<file path="src/rtl/mem_access_seq.sv">
// -----------------------------------------------------------------------------
// mem_access_seq
//
// Memory access sequencer for the Simple RISC Machine. It sits directly in
// front of the RAM controller. It accepts fetch, load and store requests from
// the CPU control path and issues them as mem_cmd / mem_addr / write_data. It
// waits out the RAM's one-cycle synchronous read and then captures read_data
// into the load-data register (rsp_data) and, for fetches, the instruction
// register. It also owns the program counter.
//
// Ports
//   clk, reset             rising-edge clock; asynchronous active-high reset
//   req_valid/req_ready    request handshake; a request is accepted only in IDLE
//   req_type               00 fetch, 01 load, 10 store, 11 reserved (error)
//   req_addr, req_wdata    load/store address and store data
//   pc_load, pc_next       PC overwrite (branch/jump), honoured only in IDLE
//   pc, ir                 program counter and instruction register
//   mem_cmd                00 MNONE, 01 MREAD, 10 MWRITE
//   mem_addr, write_data   address and store data presented to the controller
//   read_data              controller read data, valid during the 2nd MREAD cycle
//   rsp_valid, rsp_err     one-cycle completion pulse; err marks a reserved type
//   rsp_data               last data returned by a fetch or load
// -----------------------------------------------------------------------------
module mem_access_seq #(
    parameter int unsigned       ADDR_W   = 9,
    parameter int unsigned       DATA_W   = 16,
    parameter logic [ADDR_W-1:0] RESET_PC = '0
) (
    input  logic              clk,
    input  logic              reset,
    input  logic              req_valid,
    input  logic [1:0]        req_type,
    input  logic [ADDR_W-1:0] req_addr,
    input  logic [DATA_W-1:0] req_wdata,
    output logic              req_ready,
    input  logic              pc_load,
    input  logic [ADDR_W-1:0] pc_next,
    output logic [ADDR_W-1:0] pc,
    output logic [1:0]        mem_cmd,
    output logic [ADDR_W-1:0] mem_addr,
    output logic [DATA_W-1:0] write_data,
    input  logic [DATA_W-1:0] read_data,
    output logic              rsp_valid,
    output logic [DATA_W-1:0] rsp_data,
    output logic              rsp_err,
    output logic [DATA_W-1:0] ir
);

    typedef enum logic [2:0] {
        IDLE,
        RD_ADDR,
        RD_DATA,
        WR,
        DONE
    } state_e;

    typedef enum logic [1:0] {
        REQ_FETCH = 2'b00,
        REQ_LOAD  = 2'b01,
        REQ_STORE = 2'b10,
        REQ_RSVD  = 2'b11
    } req_type_e;

    localparam logic [1:0] MNONE  = 2'b00;
    localparam logic [1:0] MREAD  = 2'b01;
    localparam logic [1:0] MWRITE = 2'b10;

    state_e            state_q, state_d;
    req_type_e         type_q, type_d;
    logic [ADDR_W-1:0] addr_q, addr_d;
    logic [DATA_W-1:0] wdata_q, wdata_d;
    logic [ADDR_W-1:0] pc_q, pc_d;
    logic [DATA_W-1:0] ir_q, ir_d;
    logic [DATA_W-1:0] rsp_data_q, rsp_data_d;

    // Next-state and output decode.
    always_comb begin
        // NOTE: every signal written here gets a default first, so no path
        // through the case statement can leave one unassigned and infer a latch.
        state_d    = state_q;
        type_d     = type_q;
        addr_d     = addr_q;
        wdata_d    = wdata_q;
        pc_d       = pc_q;
        ir_d       = ir_q;
        rsp_data_d = rsp_data_q;
        mem_cmd    = MNONE;
        rsp_valid  = 1'b0;
        rsp_err    = 1'b0;

        unique case (state_q)
            IDLE: begin
                if (pc_load) begin
                    pc_d = pc_next;
                end
                if (req_valid) begin
                    type_d  = req_type_e'(req_type);
                    wdata_d = req_wdata;
                    // A fetch issued together with a branch must go to the
                    // branch target, not the stale PC.
                    if (req_type_e'(req_type) == REQ_FETCH) begin
                        addr_d = pc_load ? pc_next : pc_q;
                    end else begin
                        addr_d = req_addr;
                    end
                    unique case (req_type_e'(req_type))
                        REQ_FETCH, REQ_LOAD: state_d = RD_ADDR;
                        REQ_STORE:           state_d = WR;
                        default:             state_d = DONE;
                    endcase
                end
            end
            // The RAM read is synchronous: the first MREAD cycle presents the
            // address, the second one has read_data valid for capture.
            RD_ADDR: begin
                mem_cmd = MREAD;
                state_d = RD_DATA;
            end
            RD_DATA: begin
                mem_cmd    = MREAD;
                state_d    = DONE;
                rsp_data_d = read_data;
                if (type_q == REQ_FETCH) begin
                    ir_d = read_data;
                    pc_d = addr_q + ADDR_W'(1);
                end
            end
            WR: begin
                mem_cmd = MWRITE;
                state_d = DONE;
            end
            DONE: begin
                rsp_valid = 1'b1;
                rsp_err   = (type_q == REQ_RSVD);
                state_d   = IDLE;
            end
            default: begin
                state_d = IDLE;
            end
        endcase
    end

    // State and datapath registers. Reset drops the state to IDLE at once, so
    // mem_cmd (decoded from state) falls to MNONE without waiting for a clock
    // and an interrupted store never reaches the RAM.
    always_ff @(posedge clk or posedge reset) begin
        if (reset) begin
            state_q    <= IDLE;
            type_q     <= REQ_FETCH;
            addr_q     <= '0;
            wdata_q    <= '0;
            pc_q       <= RESET_PC;
            ir_q       <= '0;
            rsp_data_q <= '0;
        end else begin
            // NOTE: sequential state uses non-blocking assignments so every
            // register samples its _d value from before this clock edge.
            state_q    <= state_d;
            type_q     <= type_d;
            addr_q     <= addr_d;
            wdata_q    <= wdata_d;
            pc_q       <= pc_d;
            ir_q       <= ir_d;
            rsp_data_q <= rsp_data_d;
        end
    end

    assign req_ready  = (state_q == IDLE);
    assign mem_addr   = addr_q;
    assign write_data = wdata_q;
    assign pc         = pc_q;
    assign ir         = ir_q;
    assign rsp_data   = rsp_data_q;

endmodule

</file>
<file path="config.mk">
export PLATFORM = sky130hd
export DESIGN_NAME = mem_access_seq
export DESIGN_NICKNAME = d
export VERILOG_FILES = /design/src/rtl/mem_access_seq.sv
export SDC_FILE = /design/constraint.sdc
export NUM_CORES = 1
export LEC_CHECK = 0
export BUFFER_PORTS_ARGS = -buffer_cell sky130_fd_sc_hd__clkbuf_2
export CORE_MARGIN = 5
export CORE_UTILIZATION = 35
export CTS_CLUSTER_DIAMETER = 80
export DETAILED_ROUTE_END_ITERATION = 7
export SLEW_MARGIN = 15
export SYNTH_ARGS = -nofsm -noshare
export SYNTH_HDL_FRONTEND = slang
export SYNTH_SLANG_ARGS = --single-unit
</file>
<file path="constraint.sdc">
create_clock -name clk -period 5.1 [get_ports clk]
set_clock_uncertainty 0.1 [all_clocks]
set_input_delay 0.255 -clock clk [delete_from_list [all_inputs] [get_ports clk]]
set_output_delay 0.255 -clock clk [all_outputs]
set_load 0.1 [all_outputs]
</file>
Word level (Yosys, flattened, before mapping):

Index checks and enable logic that the tools add are counted.

* bits in registers: 71
* input bits: 56
* output and inout bits: 71
* word-level logic and storage cells: 37

* $add $sub $neg: 1
* equality and inequality tests: 9
* mux-type cells: 10
* reductions and logical operators: 10

Operators by type and width (count)
* 2-to-1 mux 9 bit: 3
* case mux 9 bit (2 select lines): 1
* adder 9 x 1 -> 9 bit, second input constant: 1
* case mux 3 bit (3 select lines): 1
* == test 3 x 2 -> 1 bit, second input constant: 2
* case mux 3 bit (2 select lines): 1
* AND reduction 2 bit: 3
* OR reduction 2 bit: 3
* == test 2 bit, second input constant: 2
* logical NOT 2 bit: 2
* != test 2 bit, second input constant: 2
* case mux 2 bit (2 select lines): 1
* == test 3 x 1 -> 1 bit, second input constant: 1
* == test 3 bit, second input constant: 1
* logical NOT 3 bit: 1
* 2-to-1 mux 3 bit: 1
* == test 2 x 1 -> 1 bit, second input constant: 1
* 2-to-1 mux 1 bit: 2
* nonzero test 2 bit: 1

Depth between registers and ports, before layout:

Gate-level depths: netlist (run 1).

* word-level depth: 5
* gate-level depth with buffers: 7
* gate-level depth less buffers: 5

Least setup slack after synthesis (run 1):

No wires, ideal clock.

* kind: register -> output
* from: register state_q[0]
* to: output port rsp_err
* arrival time: 3.817 ns
* required time: 4.745 ns
* setup slack: 0.928 ns
* cell stages (with the launch flop): 4
* path buffers: 1
* cell sequence: dfrtp_1 -> buf_2 -> nor3b_1 -> and3_1

* word-level cells in the longest chain between the ends: 2

Ends and longest elaborated chain
* from (decl): RTL line 68 `state_e state_q, state_d;`
* from (signal assigned): RTL line 158 `state_q <= state_d;`
* == test 3 bit: RTL line 91 `unique case (state_q)`
* 2-to-1 mux 1 bit: RTL line 91
* to (decl): RTL line 45 `output logic rsp_err,`

Every way passes these cells.

Worst setup path in the final report (run 1):

* from: register state_q[2]
* to: output port rsp_err

Same word-level chain as after synthesis.

==> qor.yml, run 1 <==
run_status:
  status: "complete, no violations"
cells_and_area:
  fill_cells: 872
  final_nets: 432
  num_antenna_cells: 0
  drive_gt1_share_pct: 52.6
  area_growth_pct: 28.4
clocking:
  cts_buffers: 9
  clock_latency_ns: 0.33
  htreeDepth: 3
  path_clk_slew_ns: 0.07
  clkSinkCount: 71
  root_buffer: "clkbuf_8"
  clk_path_buf_depth: 2
  hold_buffers: 0
  cts_setup_buffers: 0
  cts_resized: 0
  cts_tree: "yes"
floorplan:
  start_util_pct: 36.0
  core_area_mm2: 0.00876
  die_area_mm2: 0.0110
  rows: 34
  die_h_um: 105
  io_pins: 127
  die_w_um: 105
route:
  route.detailed.drc: 0
  vias: 2323
  avgRoutedWirePerCell_um: 15.7
  viasPerCell: 4.76
  drt-initial-drc-count: 63
  drt_pre_antenna_iters: 4
  final_antenna_net_count: 0
  drt-total-wl_um: 7670
worst_setup_path:
  regToRegSetupSlack_ns: 2.96
  rr_startpoint: "state_q[0]"
  crit_path_max_fanout: 9
  required_ns: 4.74
  slowest_stage: "dfrtp_1"
  worst-r2r-cell-count: 4
  crit_family: "flip-flops"
  startpoint_type: "register"
  path_cells: "nor3b_1 -> and3_1 -> clkbuf_2"
  criticalPathCategory: "reg -> out"
  worstReg2RegEnd: "write_data[1]"
  setup.worst_path.end_class: "primary output"
  critPathLaunch: "state_q[2]"
  arrival_ns: 1.84
  slowest_delay_ns: 0.57
  cp.buffers_inverters: 1
hold_path:
  hold_end: "write_data[2]"
  min_from: "req_wdata[2]"
  hold_class: "in -> reg"
  holdPathStages: 2
timing:
  max_freq_mhz: 456
  whs_ns: 0.0524
  setup_viol: 0
  post-route-period-util_pct: 43.0
  fin_crit_ns: 2.20
  rsz0062_at_grt: "false"
  tns_ns: 0
  hold_viol: 0
  maxSlewHeadroom_pct: 40.6
  maxSlewViolCount: 0
  worst_slew_pin_slew_ns: 0.891
synthesis:
  yosys-top-cells-count: "71 x dfrtp_1, 35 x mux2_2, 27 x nand2_1, 26 x o21ai_0, 16 x mux2_4"
  netlist.area_leader.share_pct: 56.3
  synth_cell_types: 35
  synth_edf_count: 0
  ys_seq_area_share_pct: 56.3
  synth_area_mm2: 0.00315
  synthesis.nets: 306
  yosysWarnings: 0
  synthCells: 249
  avgSynthCellArea_um2: 12.7
  synth_ff_type: "dfrtp_1"
  yosysMostFrequentCell: "dfrtp_1"
  yosys_register_bits: 71
  synthArstFlopShare_pct: 100
  synthTopCellsByArea: "dfrtp_1 56%, mux2_2 12%, mux2_4 7.6%, o21ai_0 4.1%, nand2_1 3.2%"
  synth_top_cell_by_area: "dfrtp_1"
grt:
  antenna_found_initial: 0
  grt_max_degree: 72
  grt_pass1_vias: 2559
  grt_pass1_wl_um: 12700
  grt_usage_pct: 14.3
  grt.overflow.total: 0
placement:
  dp_hpwl_um: 5650
  finalWeightedCongestion: 0.798
  port_buffers: 126
flow_run:
  cap_violations: 0
[kinds of logic after synthesis]
| family | synth area share, % |
|---|---|
| flops | 56.3 |
| buf+inv | 3.25 |
| mux | 22.6 |
| simple gates | 7.62 |
| fa+ha+maj | 0.397 |
| xor+xnor | 1.94 |
| compound gates | 7.81 |
[placed cells by master, fill, tap and decap left out, types with 6 or more instances in the layout]
| cell | n |
|---|---|
| o21ai_0 | 26 |
| mux2_2 | 35 |
| clkbuf_8 | 10 |
| nand2_1 | 27 |
| mux2i_1 | 8 |
| dfrtp_1 | 71 |
| xnor2_1 | 6 |
| nor2_1 | 10 |
| clkbuf_2 | 126 |
| mux2_4 | 16 |
[worst register-to-register path, stage by stage, from the launching register on]
cell and delay, ns:
dfrtp_1 0.52, nor3_4 0.35, nand2_1 0.39, buf_4 0.36, mux2_2 0.31
[worst max-delay path by stage]
| stage | cells after the start | to |
|---|---|---|
| after floorplan | 3 | rsp_err |
| after global placement | 3 | ir[1] |
| after detailed placement | 3 | ir[6] |
| after CTS | 3 | rsp_err |
| after global routing | 3 | ir[6] |
| final | 3 | rsp_err |
[flip-flops by register name (all words and copies together), names as in the netlist]
| register | flops |
|---|---|
| ir | 16 |
| mem_addr | 9 |
| pc | 9 |
| rsp_data | 16 |
| state_q | 3 |
| type_q | 2 |
| write_data | 16 |
[through the flow]
stage	util, %	std cells	instance area (um^2)	setup WS (ns)
floorplan	-	249	3150	0.928
global placement	44.0	472	3860	2.96
detailed placement	44.0	472	3860	2.92
CTS	46.2	488	4050	2.87
global route	46.2	488	4050	2.80
finish	46.2	488	4050	2.90
[area by class of cell]
type | instances | area [um^2] | area share (%)
clock inverters | 4 | 45.0 | 1.11
flip-flops and latches | 71 | 1780 | 43.9
repair buffers | 129 | 653 | 16.1
inverters | 5 | 18.8 | 0.463
clock buffers | 12 | 145 | 3.58
well taps | 108 | 135 | 3.34
multi-input cells | 159 | 1280 | 31.5
[routing by layer]
layer	vias up	track usage, %	share of wire, %
met2	75	24.2	50
met4	0	4.38	0.77
li1	1121	-	-
met5	-	0	0
met1	1122	16.8	42
met3	5	5.24	7.5
Power of run 1 is left out: the tool's default activity adds up to more than one toggle a clock period on the data nets, which glitch-free logic cannot reach.
==> run 2, diff against run 1 <==
==> constraint.sdc (replaced) <==
create_clock -name clk -period 1.9 [get_ports clk]
set_clock_uncertainty 0.1 [all_clocks]
set_input_delay 0.095 -clock clk [delete_from_list [all_inputs] [get_ports clk]]
set_output_delay 0.095 -clock clk [all_outputs]
set_load 0.1 [all_outputs]
==> qor.yml, run 2 (synthesis gave the netlist of run 1 again) <==
run_status:
  status: "complete, no violations"
timing:
  maxSlewViolCount: 0  # unchanged
  tns_ns: 0  # unchanged
  post-route-period-util_pct: 93.0
  max_freq_mhz: 566
  maxSlewHeadroom_pct: 62.4  # +22 points
  worst_slew_pin_slew_ns: 0.566  # -0.325 ns
  hold_viol: 0  # unchanged
  rsz0062_at_grt: "false"
  fin_crit_ns: 1.77
  setup_viol: 0  # unchanged
floorplan:
  die_h_um: 105  # unchanged
  core_area_mm2: 0.00876  # unchanged
  rows: 34  # unchanged
  io_pins: 127  # unchanged
  die_w_um: 105  # unchanged
  start_util_pct: 36.0  # unchanged
  die_area_mm2: 0.0110  # unchanged
hold_path:
  holdPathStages: 3  # +1
  hold_class: "in -> reg"
worst_setup_path:
  arrival_ns: 1.57  # -0.27 ns
  criticalPathCategory: "reg -> out"
  startpoint_type: "register"
  setup.worst_path.end_class: "primary output"
  cp.buffers_inverters: 2  # +1
  crit_family: "flip-flops"
  cp_num_cells: 4  # +1
  slowest_delay_ns: 0.46  # -0.11 ns
  path_cells: "buf_4 -> nor3b_4 -> and3_4 -> buf_12"
  worst-r2r-cell-count: 5  # +1
  required_ns: 1.70  # -3.04 ns
  slowest_stage: "dfrtp_1"
  crit_path_max_fanout: 6  # -3
clocking:
  cts_setup_buffers: 0  # unchanged
  path_clk_slew_ns: 0.08  # about the same
  cts_buffers: 9  # unchanged
  clkSinkCount: 71  # unchanged
  root_buffer: "clkbuf_8"
  clk_path_buf_depth: 2  # unchanged
  clock_latency_ns: 0.34  # about the same
  cts_tree: "yes"
  htreeDepth: 3  # unchanged
route:
  vias: 2521  # +8.5%
  drt_pre_antenna_iters: 5  # +1
  drt-initial-drc-count: 89  # +41%
  drt-total-wl_um: 8300  # +8.2%
  avgRoutedWirePerCell_um: 15.2  # -3.1%
  route.detailed.drc: 0  # unchanged
  viasPerCell: 4.63  # -2.8%
  final_antenna_net_count: 0  # unchanged
cells_and_area:
  area_growth_pct: 48.9
  final_nets: 489  # +13%
  layout.cells.most_common: "clkbuf_2"
  layout_common_cells: "121 x clkbuf_2, 67 x dfrtp_1, 47 x dlygate4sd3_1"
  drive_gt1_share_pct: 50.1  # -2.5 points
  num_antenna_cells: 0  # unchanged
  final_cells: 545  # +12%
placement:
  dp_hpwl_um: 6090  # +7.9%
  finalWeightedCongestion: 0.791  # -0.88%
  port_buffers: 126  # unchanged
  place_inst: 482  # +2.1%
grt:
  grt_usage_pct: 15.6  # +1.4 points
  grt_pass1_vias: 2739  # +7.0%
  grt_max_degree: 72  # unchanged
  grt.overflow.total: 0  # unchanged
  grt_pass1_wl_um: 13900  # +9.8%
  antenna_found_initial: 0  # unchanged
flow_run:
  cap_violations: 0  # unchanged
[run 2: changes by cell type in the layout (fill, tap and decap cells not counted), sizes merged]
cell,change
inv,-1
clkinvlp,+3
dlygate4sd3,+47
clkbuf,-5
clkinv,-2
buf,+15
[run 2: layout make-up]
| class | instances | area (um^2) |
|---|---|---|
| clock inverters | 4 | 53.8 |
| fillers | 784 | 4070 |
| clock buffers | 12 | 155 |
| flip-flops and latches | 71 | 1780 |
| repair buffers | 186 | 1250 |
| well taps | 108 | 135 |
| inverters | 5 | 22.5 |
| multi-input cells | 159 | 1300 |
[run 2: through the flow]
stage / hold WS [ns] / area (um^2) / util, % / setup slack (ns)
CTS: 0.0166 / 4700 / 53.6 / 0.0993
global route: 0.0566 / 4700 / 53.6 / 0.0390
finish: 0.0345 / 4700 / 53.6 / 0.134
global placement: 0.119 / 4020 / 45.8 / 0.257
floorplan: 0.0785 / 3220 / - / -0.285
detailed placement: 0.119 / 4020 / 45.8 / 0.201
[run 2: final timing paths]
check                                    from  slack [ns]       endpoint
worst max register to register     state_q[2]        0.20  write_data[4]
worst min-delay path               pc_next[3]        0.03          pc[3]
worst max-delay path               state_q[0]        0.13        rsp_err
max in group asynchronous               reset        1.09    mem_addr[1]
worst min register to register  write_data[0]        0.41  write_data[0]
min in group asynchronous               reset        0.30    rsp_data[0]
[run 2: per-layer routing]
layer | vias to the layer above | global-route usage [%] | wire (um)
met5 | - | 0 | 0
met4 | 0 | 6.58 | 133
met3 | 10 | 3.64 | 380
met2 | 59 | 26.7 | 4340
met1 | 1218 | 18.8 | 3450
li1 | 1234 | - | -
[run 2: worst reg2reg max path: stages, from the launching register on]
cell and delay [ns]:
dfrtp_1 0.51, buf_4 0.20, nor3_4 0.05, nand2_2 0.07, buf_4 0.27, mux2_2 0.39
[run 2: what timing repair did]
action / CTS / global route
hold buffers: 47 / 0
resized for setup: 0 / 0
endpoints found under the hold margin: 134 / 0
Power of run 2 is left out for the same reason.
